===== src/rtl/instr_encoder_pkg.sv =====
// instr_encoder_pkg: shared definitions for the instruction encoder.
//   - enc_op_t     : abstract operation requested by the program source
//   - ERR_*        : error causes reported on err_code
//   - OPC_*/FN_*   : MIPS opcode / funct fields (same values the decode stage uses)
//   - r_word/i_word/j_word : field packers for the three MIPS formats
package instr_encoder_pkg;

    typedef enum logic [5:0] {
        ENC_NOP     = 6'd0,
        ENC_SLL     = 6'd1,
        ENC_SRL     = 6'd2,
        ENC_SRA     = 6'd3,
        ENC_SLLV    = 6'd4,
        ENC_SRLV    = 6'd5,
        ENC_SRAV    = 6'd6,
        ENC_JR      = 6'd7,
        ENC_SYSCALL = 6'd8,
        ENC_ADD     = 6'd9,
        ENC_ADDU    = 6'd10,
        ENC_SUB     = 6'd11,
        ENC_SUBU    = 6'd12,
        ENC_AND     = 6'd13,
        ENC_OR      = 6'd14,
        ENC_XOR     = 6'd15,
        ENC_NOR     = 6'd16,
        ENC_SLT     = 6'd17,
        ENC_SLTU    = 6'd18,
        ENC_BEQ     = 6'd19,
        ENC_BNE     = 6'd20,
        ENC_BLEZ    = 6'd21,
        ENC_BGTZ    = 6'd22,
        ENC_BLTZ    = 6'd23,
        ENC_BGEZ    = 6'd24,
        ENC_J       = 6'd25,
        ENC_JAL     = 6'd26,
        ENC_ADDI    = 6'd27,
        ENC_ADDIU   = 6'd28,
        ENC_SLTI    = 6'd29,
        ENC_SLTIU   = 6'd30,
        ENC_ANDI    = 6'd31,
        ENC_ORI     = 6'd32,
        ENC_XORI    = 6'd33,
        ENC_LUI     = 6'd34,
        ENC_LW      = 6'd35,
        ENC_SW      = 6'd36,
        ENC_LI      = 6'd37
    } enc_op_t;

    localparam logic [2:0] ERR_NONE     = 3'd0;
    localparam logic [2:0] ERR_BAD_OP   = 3'd1;
    localparam logic [2:0] ERR_SIMM     = 3'd2;
    localparam logic [2:0] ERR_ZIMM     = 3'd3;
    localparam logic [2:0] ERR_JUMP     = 3'd4;
    localparam logic [2:0] ERR_LI_SPACE = 3'd5;

    localparam logic [5:0] OPC_SPECIAL = 6'h00;
    localparam logic [5:0] OPC_REGIMM  = 6'h01;
    localparam logic [5:0] OPC_J       = 6'h02;
    localparam logic [5:0] OPC_JAL     = 6'h03;
    localparam logic [5:0] OPC_BEQ     = 6'h04;
    localparam logic [5:0] OPC_BNE     = 6'h05;
    localparam logic [5:0] OPC_BLEZ    = 6'h06;
    localparam logic [5:0] OPC_BGTZ    = 6'h07;
    localparam logic [5:0] OPC_ADDI    = 6'h08;
    localparam logic [5:0] OPC_ADDIU   = 6'h09;
    localparam logic [5:0] OPC_SLTI    = 6'h0A;
    localparam logic [5:0] OPC_SLTIU   = 6'h0B;
    localparam logic [5:0] OPC_ANDI    = 6'h0C;
    localparam logic [5:0] OPC_ORI     = 6'h0D;
    localparam logic [5:0] OPC_XORI    = 6'h0E;
    localparam logic [5:0] OPC_LUI     = 6'h0F;
    localparam logic [5:0] OPC_LW      = 6'h23;
    localparam logic [5:0] OPC_SW      = 6'h2B;

    localparam logic [5:0] FN_SLL     = 6'h00;
    localparam logic [5:0] FN_SRL     = 6'h02;
    localparam logic [5:0] FN_SRA     = 6'h03;
    localparam logic [5:0] FN_SLLV    = 6'h04;
    localparam logic [5:0] FN_SRLV    = 6'h06;
    localparam logic [5:0] FN_SRAV    = 6'h07;
    localparam logic [5:0] FN_JR      = 6'h08;
    localparam logic [5:0] FN_SYSCALL = 6'h0C;
    localparam logic [5:0] FN_ADD     = 6'h20;
    localparam logic [5:0] FN_ADDU    = 6'h21;
    localparam logic [5:0] FN_SUB     = 6'h22;
    localparam logic [5:0] FN_SUBU    = 6'h23;
    localparam logic [5:0] FN_AND     = 6'h24;
    localparam logic [5:0] FN_OR      = 6'h25;
    localparam logic [5:0] FN_XOR     = 6'h26;
    localparam logic [5:0] FN_NOR     = 6'h27;
    localparam logic [5:0] FN_SLT     = 6'h2A;
    localparam logic [5:0] FN_SLTU    = 6'h2B;

    // REGIMM branches are distinguished by the rt field
    localparam logic [4:0] RT_BLTZ = 5'd0;
    localparam logic [4:0] RT_BGEZ = 5'd1;

    typedef enum logic [1:0] {S_IDLE, S_WRITE, S_WRITE2, S_FULL} enc_state_t;

    function automatic logic [31:0] r_word(input logic [4:0] rs, input logic [4:0] rt,
                                           input logic [4:0] rd, input logic [4:0] sh,
                                           input logic [5:0] fn);
        return {OPC_SPECIAL, rs, rt, rd, sh, fn};
    endfunction

    function automatic logic [31:0] i_word(input logic [5:0] opc, input logic [4:0] rs,
                                           input logic [4:0] rt, input logic [15:0] imm);
        return {opc, rs, rt, imm};
    endfunction

    function automatic logic [31:0] j_word(input logic [5:0] opc, input logic [25:0] tgt);
        return {opc, tgt};
    endfunction

endpackage


===== src/rtl/instr_encoder_word.sv =====
// mips_word_encoder: combinational packer from an abstract request to MIPS words.
//   op/rs/rt/rd/shamt/imm : request fields
//   word1, word2          : first word, optional second word (li only)
//   two_words             : word2 is valid
//   err_code              : ERR_NONE or the range/op error for this request
module mips_word_encoder
    import instr_encoder_pkg::*;
(
    input  logic [5:0]  op,
    input  logic [4:0]  rs,
    input  logic [4:0]  rt,
    input  logic [4:0]  rd,
    input  logic [4:0]  shamt,
    input  logic [31:0] imm,
    output logic [31:0] word1,
    output logic [31:0] word2,
    output logic        two_words,
    output logic [2:0]  err_code
);
    logic        simm_ok;
    logic        zimm_ok;
    logic        jimm_ok;
    logic [15:0] imm16;
    logic [15:0] imm_hi;

    assign imm16   = imm[15:0];
    assign imm_hi  = imm[31:16];
    assign simm_ok = (imm_hi == {16{imm[15]}});
    assign zimm_ok = (imm_hi == 16'd0);
    assign jimm_ok = (imm[31:26] == 6'd0);

    always_comb begin
        word1     = '0;
        word2     = '0;
        two_words = 1'b0;
        err_code  = ERR_NONE;
        case (op)
            ENC_NOP:     word1 = '0;
            ENC_SLL:     word1 = r_word(5'd0, rt, rd, shamt, FN_SLL);
            ENC_SRL:     word1 = r_word(5'd0, rt, rd, shamt, FN_SRL);
            ENC_SRA:     word1 = r_word(5'd0, rt, rd, shamt, FN_SRA);
            // variable shifts carry the amount register in rs
            ENC_SLLV:    word1 = r_word(rs, rt, rd, 5'd0, FN_SLLV);
            ENC_SRLV:    word1 = r_word(rs, rt, rd, 5'd0, FN_SRLV);
            ENC_SRAV:    word1 = r_word(rs, rt, rd, 5'd0, FN_SRAV);
            ENC_JR:      word1 = r_word(rs, 5'd0, 5'd0, 5'd0, FN_JR);
            ENC_SYSCALL: word1 = r_word(5'd0, 5'd0, 5'd0, 5'd0, FN_SYSCALL);
            ENC_ADD:     word1 = r_word(rs, rt, rd, 5'd0, FN_ADD);
            ENC_ADDU:    word1 = r_word(rs, rt, rd, 5'd0, FN_ADDU);
            ENC_SUB:     word1 = r_word(rs, rt, rd, 5'd0, FN_SUB);
            ENC_SUBU:    word1 = r_word(rs, rt, rd, 5'd0, FN_SUBU);
            ENC_AND:     word1 = r_word(rs, rt, rd, 5'd0, FN_AND);
            ENC_OR:      word1 = r_word(rs, rt, rd, 5'd0, FN_OR);
            ENC_XOR:     word1 = r_word(rs, rt, rd, 5'd0, FN_XOR);
            ENC_NOR:     word1 = r_word(rs, rt, rd, 5'd0, FN_NOR);
            ENC_SLT:     word1 = r_word(rs, rt, rd, 5'd0, FN_SLT);
            ENC_SLTU:    word1 = r_word(rs, rt, rd, 5'd0, FN_SLTU);
            ENC_BEQ:     word1 = i_word(OPC_BEQ, rs, rt, imm16);
            ENC_BNE:     word1 = i_word(OPC_BNE, rs, rt, imm16);
            ENC_BLEZ:    word1 = i_word(OPC_BLEZ, rs, 5'd0, imm16);
            ENC_BGTZ:    word1 = i_word(OPC_BGTZ, rs, 5'd0, imm16);
            ENC_BLTZ:    word1 = i_word(OPC_REGIMM, rs, RT_BLTZ, imm16);
            ENC_BGEZ:    word1 = i_word(OPC_REGIMM, rs, RT_BGEZ, imm16);
            ENC_J:       word1 = j_word(OPC_J, imm[25:0]);
            ENC_JAL:     word1 = j_word(OPC_JAL, imm[25:0]);
            ENC_ADDI:    word1 = i_word(OPC_ADDI, rs, rt, imm16);
            ENC_ADDIU:   word1 = i_word(OPC_ADDIU, rs, rt, imm16);
            ENC_SLTI:    word1 = i_word(OPC_SLTI, rs, rt, imm16);
            ENC_SLTIU:   word1 = i_word(OPC_SLTIU, rs, rt, imm16);
            ENC_ANDI:    word1 = i_word(OPC_ANDI, rs, rt, imm16);
            ENC_ORI:     word1 = i_word(OPC_ORI, rs, rt, imm16);
            ENC_XORI:    word1 = i_word(OPC_XORI, rs, rt, imm16);
            ENC_LUI:     word1 = i_word(OPC_LUI, 5'd0, rt, imm16);
            ENC_LW:      word1 = i_word(OPC_LW, rs, rt, imm16);
            ENC_SW:      word1 = i_word(OPC_SW, rs, rt, imm16);
            ENC_LI: begin
                // pick the shortest sequence that materialises the constant
                if (zimm_ok) begin
                    word1 = i_word(OPC_ORI, 5'd0, rt, imm16);
                end else if (imm16 == 16'd0) begin
                    word1 = i_word(OPC_LUI, 5'd0, rt, imm_hi);
                end else begin
                    word1     = i_word(OPC_LUI, 5'd0, rt, imm_hi);
                    word2     = i_word(OPC_ORI, rt, rt, imm16);
                    two_words = 1'b1;
                end
            end
            default:     err_code = ERR_BAD_OP;
        endcase

        case (op)
            ENC_BEQ, ENC_BNE, ENC_BLEZ, ENC_BGTZ, ENC_BLTZ, ENC_BGEZ,
            ENC_ADDI, ENC_ADDIU, ENC_SLTI, ENC_SLTIU, ENC_LW, ENC_SW:
                if (!simm_ok) err_code = ERR_SIMM;
            ENC_ANDI, ENC_ORI, ENC_XORI, ENC_LUI:
                if (!zimm_ok) err_code = ERR_ZIMM;
            ENC_J, ENC_JAL:
                if (!jimm_ok) err_code = ERR_JUMP;
            default: ;
        endcase
    end

endmodule


===== src/rtl/instr_encoder.sv =====
// instr_encoder: accepts abstract instruction requests, encodes them and writes
// the resulting words sequentially into instruction memory.
//   clk, reset (sync, active-low)
//   in_valid/in_ready + in_op/in_rs/in_rt/in_rd/in_shamt/in_imm : request
//   mem_we/mem_addr/mem_wdata/mem_ready : memory write port (held until ready)
//   count : words written since reset; full : top address written
//   err/err_code : sticky error flag and first error cause
module instr_encoder
    import instr_encoder_pkg::*;
#(
    parameter int ADDR_W    = 10,
    parameter int BASE_ADDR = 0
) (
    input  logic              clk,
    input  logic              reset,
    input  logic              in_valid,
    output logic              in_ready,
    input  logic [5:0]        in_op,
    input  logic [4:0]        in_rs,
    input  logic [4:0]        in_rt,
    input  logic [4:0]        in_rd,
    input  logic [4:0]        in_shamt,
    input  logic [31:0]       in_imm,
    output logic              mem_we,
    output logic [ADDR_W-1:0] mem_addr,
    output logic [31:0]       mem_wdata,
    input  logic              mem_ready,
    output logic [ADDR_W:0]   count,
    output logic              full,
    output logic              err,
    output logic [2:0]        err_code
);
    localparam logic [ADDR_W-1:0] BASE     = ADDR_W'(BASE_ADDR);
    localparam logic [ADDR_W-1:0] TOP_ADDR = {ADDR_W{1'b1}};
    localparam logic [ADDR_W-1:0] ADDR_ONE = ADDR_W'(1);
    localparam logic [ADDR_W:0]   CNT_ONE  = (ADDR_W+1)'(1);

    enc_state_t        state_q, state_d;
    logic [ADDR_W-1:0] addr_q, addr_d;
    logic [ADDR_W:0]   count_q, count_d;
    logic [31:0]       wdata_q, wdata_d;
    logic [31:0]       word2_q, word2_d;
    logic              pend2_q, pend2_d;
    logic              err_q, err_d;
    logic [2:0]        err_code_q, err_code_d;
    logic              in_ready_q, in_ready_d;

    logic [31:0] enc_w1, enc_w2;
    logic        enc_two;
    logic [2:0]  enc_err;
    logic [2:0]  rej_code;

    mips_word_encoder u_enc (
        .op        (in_op),
        .rs        (in_rs),
        .rt        (in_rt),
        .rd        (in_rd),
        .shamt     (in_shamt),
        .imm       (in_imm),
        .word1     (enc_w1),
        .word2     (enc_w2),
        .two_words (enc_two),
        .err_code  (enc_err)
    );

    // a two-word li cannot start in the last slot: the address never wraps
    always_comb begin
        rej_code = enc_err;
        if (enc_err == ERR_NONE && enc_two && addr_q == TOP_ADDR) rej_code = ERR_LI_SPACE;
    end

    always_comb begin
        state_d    = state_q;
        addr_d     = addr_q;
        count_d    = count_q;
        wdata_d    = wdata_q;
        word2_d    = word2_q;
        pend2_d    = pend2_q;
        err_d      = err_q;
        err_code_d = err_code_q;
        case (state_q)
            S_IDLE: begin
                if (in_valid && in_ready_q) begin
                    if (rej_code != ERR_NONE) begin
                        // request is consumed; only the first cause is kept
                        err_d = 1'b1;
                        if (!err_q) err_code_d = rej_code;
                    end else begin
                        wdata_d = enc_w1;
                        word2_d = enc_w2;
                        pend2_d = enc_two;
                        state_d = S_WRITE;
                    end
                end
            end
            S_WRITE, S_WRITE2: begin
                if (mem_ready) begin
                    count_d = count_q + CNT_ONE;
                    if (addr_q == TOP_ADDR) begin
                        state_d = S_FULL;
                    end else begin
                        addr_d = addr_q + ADDR_ONE;
                        if (pend2_q) begin
                            pend2_d = 1'b0;
                            wdata_d = word2_q;
                            state_d = S_WRITE2;
                        end else begin
                            state_d = S_IDLE;
                        end
                    end
                end
            end
            default: ;
        endcase
        in_ready_d = (state_d == S_IDLE);
    end

    always_ff @(posedge clk) begin
        if (!reset) begin
            state_q    <= S_IDLE;
            addr_q     <= BASE;
            count_q    <= '0;
            wdata_q    <= '0;
            word2_q    <= '0;
            pend2_q    <= 1'b0;
            err_q      <= 1'b0;
            err_code_q <= ERR_NONE;
            in_ready_q <= 1'b0;
        end else begin
            state_q    <= state_d;
            addr_q     <= addr_d;
            count_q    <= count_d;
            wdata_q    <= wdata_d;
            word2_q    <= word2_d;
            pend2_q    <= pend2_d;
            err_q      <= err_d;
            err_code_q <= err_code_d;
            in_ready_q <= in_ready_d;
        end
    end

    assign in_ready  = in_ready_q;
    assign mem_we    = (state_q == S_WRITE) || (state_q == S_WRITE2);
    assign mem_addr  = addr_q;
    assign mem_wdata = wdata_q;
    assign count     = count_q;
    assign full      = (state_q == S_FULL);
    assign err       = err_q;
    assign err_code  = err_code_q;

endmodule


===== config.mk =====
export PLATFORM = sky130hd
export DESIGN_NAME = instr_encoder
export DESIGN_NICKNAME = d
export VERILOG_FILES = /design/src/rtl/instr_encoder_pkg.sv /design/src/rtl/instr_encoder_word.sv /design/src/rtl/instr_encoder.sv
export SDC_FILE = /design/constraint.sdc
export NUM_CORES = 1
export LEC_CHECK = 0
export ABC_CLOCK_PERIOD_IN_PS = 3300
export BUFFER_PORTS_ARGS = -buffer_cell sky130_fd_sc_hd__buf_2
export CORE_MARGIN = 2
export CORE_UTILIZATION = 55
export DETAILED_ROUTE_END_ITERATION = 8
export PLACE_DENSITY = 0.8
export SYNTH_ARGS = -nofsm -noshare
export SYNTH_HDL_FRONTEND = slang
export SYNTH_SLANG_ARGS = --single-unit

===== constraint.sdc =====
create_clock -name clk -period 3.3 [get_ports clk]
set_clock_uncertainty 0.2 [all_clocks]
set_input_delay 0.66 -clock clk [delete_from_list [all_inputs] [get_ports clk]]
set_output_delay 0.66 -clock clk [all_outputs]
set_load 0.01 [all_outputs]

==> flow_metrics.tcl <==
set metrics [dict create \
    cts-root-buf "clkbuf_8" \
    die_w_um 101 \
    critPathLaunchType "input port" \
    p_leak_nw 2.57 \
    synth_flop_cell "dfxtp_1" \
    critPathMaxStageDelay_ns 0.75 \
    vias 5484 \
    grt_max_degree 107 \
    fp.coreArea_mm2 0.00915 \
    wl_per_cell_um 17.8 \
    path_clk_slew_ns 0.09 \
    wirelength_mm 15.7 \
    clock_latency_ns 0.36 \
    ys_seq_elements 82 \
    p_total_mw 2.32 \
    n_fill_cell 755 \
    synth_edf_count 0 \
    rsz0062_at_grt "no" \
    dp_hpwl_mm 11.3 \
    end_kind "register" \
    power.share.sequential_pct 43.9 \
    start_util_pct 56.0 \
    drt-initial-drc-count 372 \
    crit_type "input port to register" \
    switching_share_pct 29.7 \
    grt_pass1_vias 5071 \
    ios 122 \
    die_h_um 101 \
    grt_first_pass_wirelength_mm 24.7 \
    critPathTopFamily "compound AO/OA/AOI/OAI gates" \
    async_flop_share_pct 0 \
    post-route-period-util_pct 87.2 \
    synth_seq_area_share_pct 32.0 \
    num-nets-final 832 \
    postCtsHoldBufs 0 \
    drive_above_1_share_pct 22.0 \
    yosys.area.top_type "dfxtp_1" \
    final_area_mm2 0.00608 \
    vias_per_cell 6.22 \
    slew_violations 0 \
    drcViolationCount 0 \
    worstPathCellList "buf_2 -> o21ai_0 -> o2bb2ai_1 -> a21oi_1 -> nor2b_1 -> o311ai_0 -> mux2i_1" \
    tns_ns 0 \
    dpl_cell_area_mm2 0.00585 \
    ir_worst_vdd_uv 231 \
    dieArea_mm2 0.0101 \
    hold_viol 0 \
    path_max_fanout 34 \
    rows 35 \
    status "finished clean" \
    p_int_mw 1.63 \
    place.gp.congestion 0.961 \
    min_path_type "register to register" \
    critPathSlowestCell "a21oi_1" \
    power.density_mw_per_mm2 382 \
    syn2layout_area_growth_pct 18.5 \
    numCtsBuffers 9 \
    antenna_found_initial 0 \
    critPathArrivalTime_ns 2.92 \
    fin_crit_ns 2.88 \
    syn_inst 666 \
    cts.sinks 82 \
    grt_usage_pct 30.4 \
    yosysUniqueCellTypes 66 \
    synth_top_area_share_pct 32.0 \
    path_buf_inv 1 \
    dr.pass1.iters 5 \
    antenna_cells 0 \
    syn_area_per_cell_um2 7.70 \
    crit_required_ns 3.34 \
    tightest_slew_ns 0.882 \
    p_sw_mw 0.690 \
    max_cap_violations 0 \
    netlist_area_mm2 0.00513 \
    clock.fmax_mhz 347 \
    p_clk_share_pct 36.7 \
    combPwrFrac_pct 19.4 \
    clockBufferDepth 2 \
    synthTopCellsByArea "dfxtp_1, mux2i_1, nand2_1" \
    cts_post_setup_buffers_inserted 0 \
    setup_viol 0 \
    grt.overflow.total 0 \
    syn_nets 732 \
    yosys_warnings 0 \
    cts_resized 0 \
    port-buffer-count 120 \
    max-slew-margin-rel_pct 41.2 \
    cts_tree "built" \
    antenna_left 0 \
    cts_max_level 3 \
]
[layer usage]
layer / track usage [%] / vias to the layer above / share of wire, %
met1: 39.1 / 2539 / 42
li1: - / 2608 / -
met3: 6.17 / 45 / 8.3
met5: 0 / - / 0
met4: 10.1 / 0 / 2.3
met2: 50.9 / 292 / 47
[cells by family (layout without fill, tap and decap cells)]
group                    Yosys count  after routing  share of synthesized area, %
AO/OA/AOI/OAI                    144            144                          19.3
XOR/XNOR                          16             16                          2.73
adder cells (fa/ha/maj)            6              6                          1.37
buffers and inverters             69            174                          6.00
flip-flops                        82             82                          32.0
multiplexers                      55             55                          10.8
other                              1              1                        0.0731
AND/OR/NAND/NOR                  293            293                          27.7
[layout by cell type, fill, tap and decap left out, drive strengths merged, types with 3 or more instances in the layout]
| cell | n |
|---|---|
| a21oi | 26 |
| ha | 4 |
| a221oi | 4 |
| a31oi | 5 |
| and2 | 9 |
| nor4 | 10 |
| and3 | 9 |
| a211oi | 5 |
| o211ai | 3 |
| o21a | 3 |
| nor3 | 8 |
| nand2b | 5 |
| nor2 | 28 |
| o221ai | 12 |
| a22oi | 6 |
| o21ai | 40 |
| xnor2 | 5 |
| dfxtp | 82 |
| nor3b | 4 |
| inv | 18 |
| nand3 | 40 |
| or3 | 10 |
| a32oi | 16 |
| buf | 143 |
| clkbuf | 10 |
| nand4 | 14 |
| nor2b | 7 |
| mux2i | 53 |
| nand2 | 137 |
| xor2 | 11 |
[power by group through the flow]
stage	clock, mW	combinational [mW]	sequential [mW]
5_1_grt	0.904	0.483	1.02
3_3_place_gp	0	0.436	1.04
2_1_floorplan	0	0.270	1.05
6_report	0.853	0.450	1.02
3_5_place_dp	0	0.441	1.04
4_1_cts	0.868	0.442	1.02
[Yosys cell counts (all sizes together) (8+ instances only)]
cell	instances
nor4	10
nor2	28
buf	17
clkbuf	37
xor2	11
nand2	137
inv	15
mux2i	53
and2	9
or3	10
a21oi	26
o221ai	12
o21ai	40
dfxtp	82
nand4	14
nand3	40
a32oi	16
and3	9
nor3	8
[worst reg2reg max path: stages (launching register included)]
cell and delay [ns]:
dfxtp_1 0.38, inv_1 0.08, ha_1 0.67, and2_1 0.37, and2_1 0.32, nand3_1 0.18
or3_1 0.35, a21oi_1 0.17
[through the flow]
stage	hold slack [ns]	setup WS [ns]	std cells	util, %
finish	0.258	0.422	882	66.4
detailed placement	0.248	0.149	866	63.9
global placement	0.241	0.268	866	63.9
floorplan	0.230	0.584	666	-
global route	0.282	0.263	882	66.4
CTS	0.260	0.526	882	66.4
[cell type report]
type / instances / area [um^2] / share of cell area [%]
clock inverter: 6 / 93.8 / 1.54
sequential: 82 / 1640 / 27.0
tap: 111 / 139 / 2.29
clock buffer: 10 / 138 / 2.26
timing repair buffer: 143 / 811 / 13.3
multi-input combinational: 515 / 3200 / 52.6
inverter: 15 / 56.3 / 0.926
[flip-flops by register name, indices dropped and copies added (netlist names)]
register / count
mem_wdata: 31
word2_q: 22
state_q: 2
count: 11
err: 1
mem_addr: 10
in_ready: 1
err_code: 3
pend2_q: 1
[worst paths after layout]
kind              slack [ns]       endpoint  cells after the start          start
setup / recovery        0.42   mem_wdata[0]                      7       in_op[2]
hold / removal          0.26  mem_wdata[12]                      2  mem_wdata[12]
setup reg to reg        0.52    mem_addr[8]                      7     state_q[0]
hold reg to reg         0.26  mem_wdata[12]                      2  mem_wdata[12]
(Power assumes the default switching activity.)
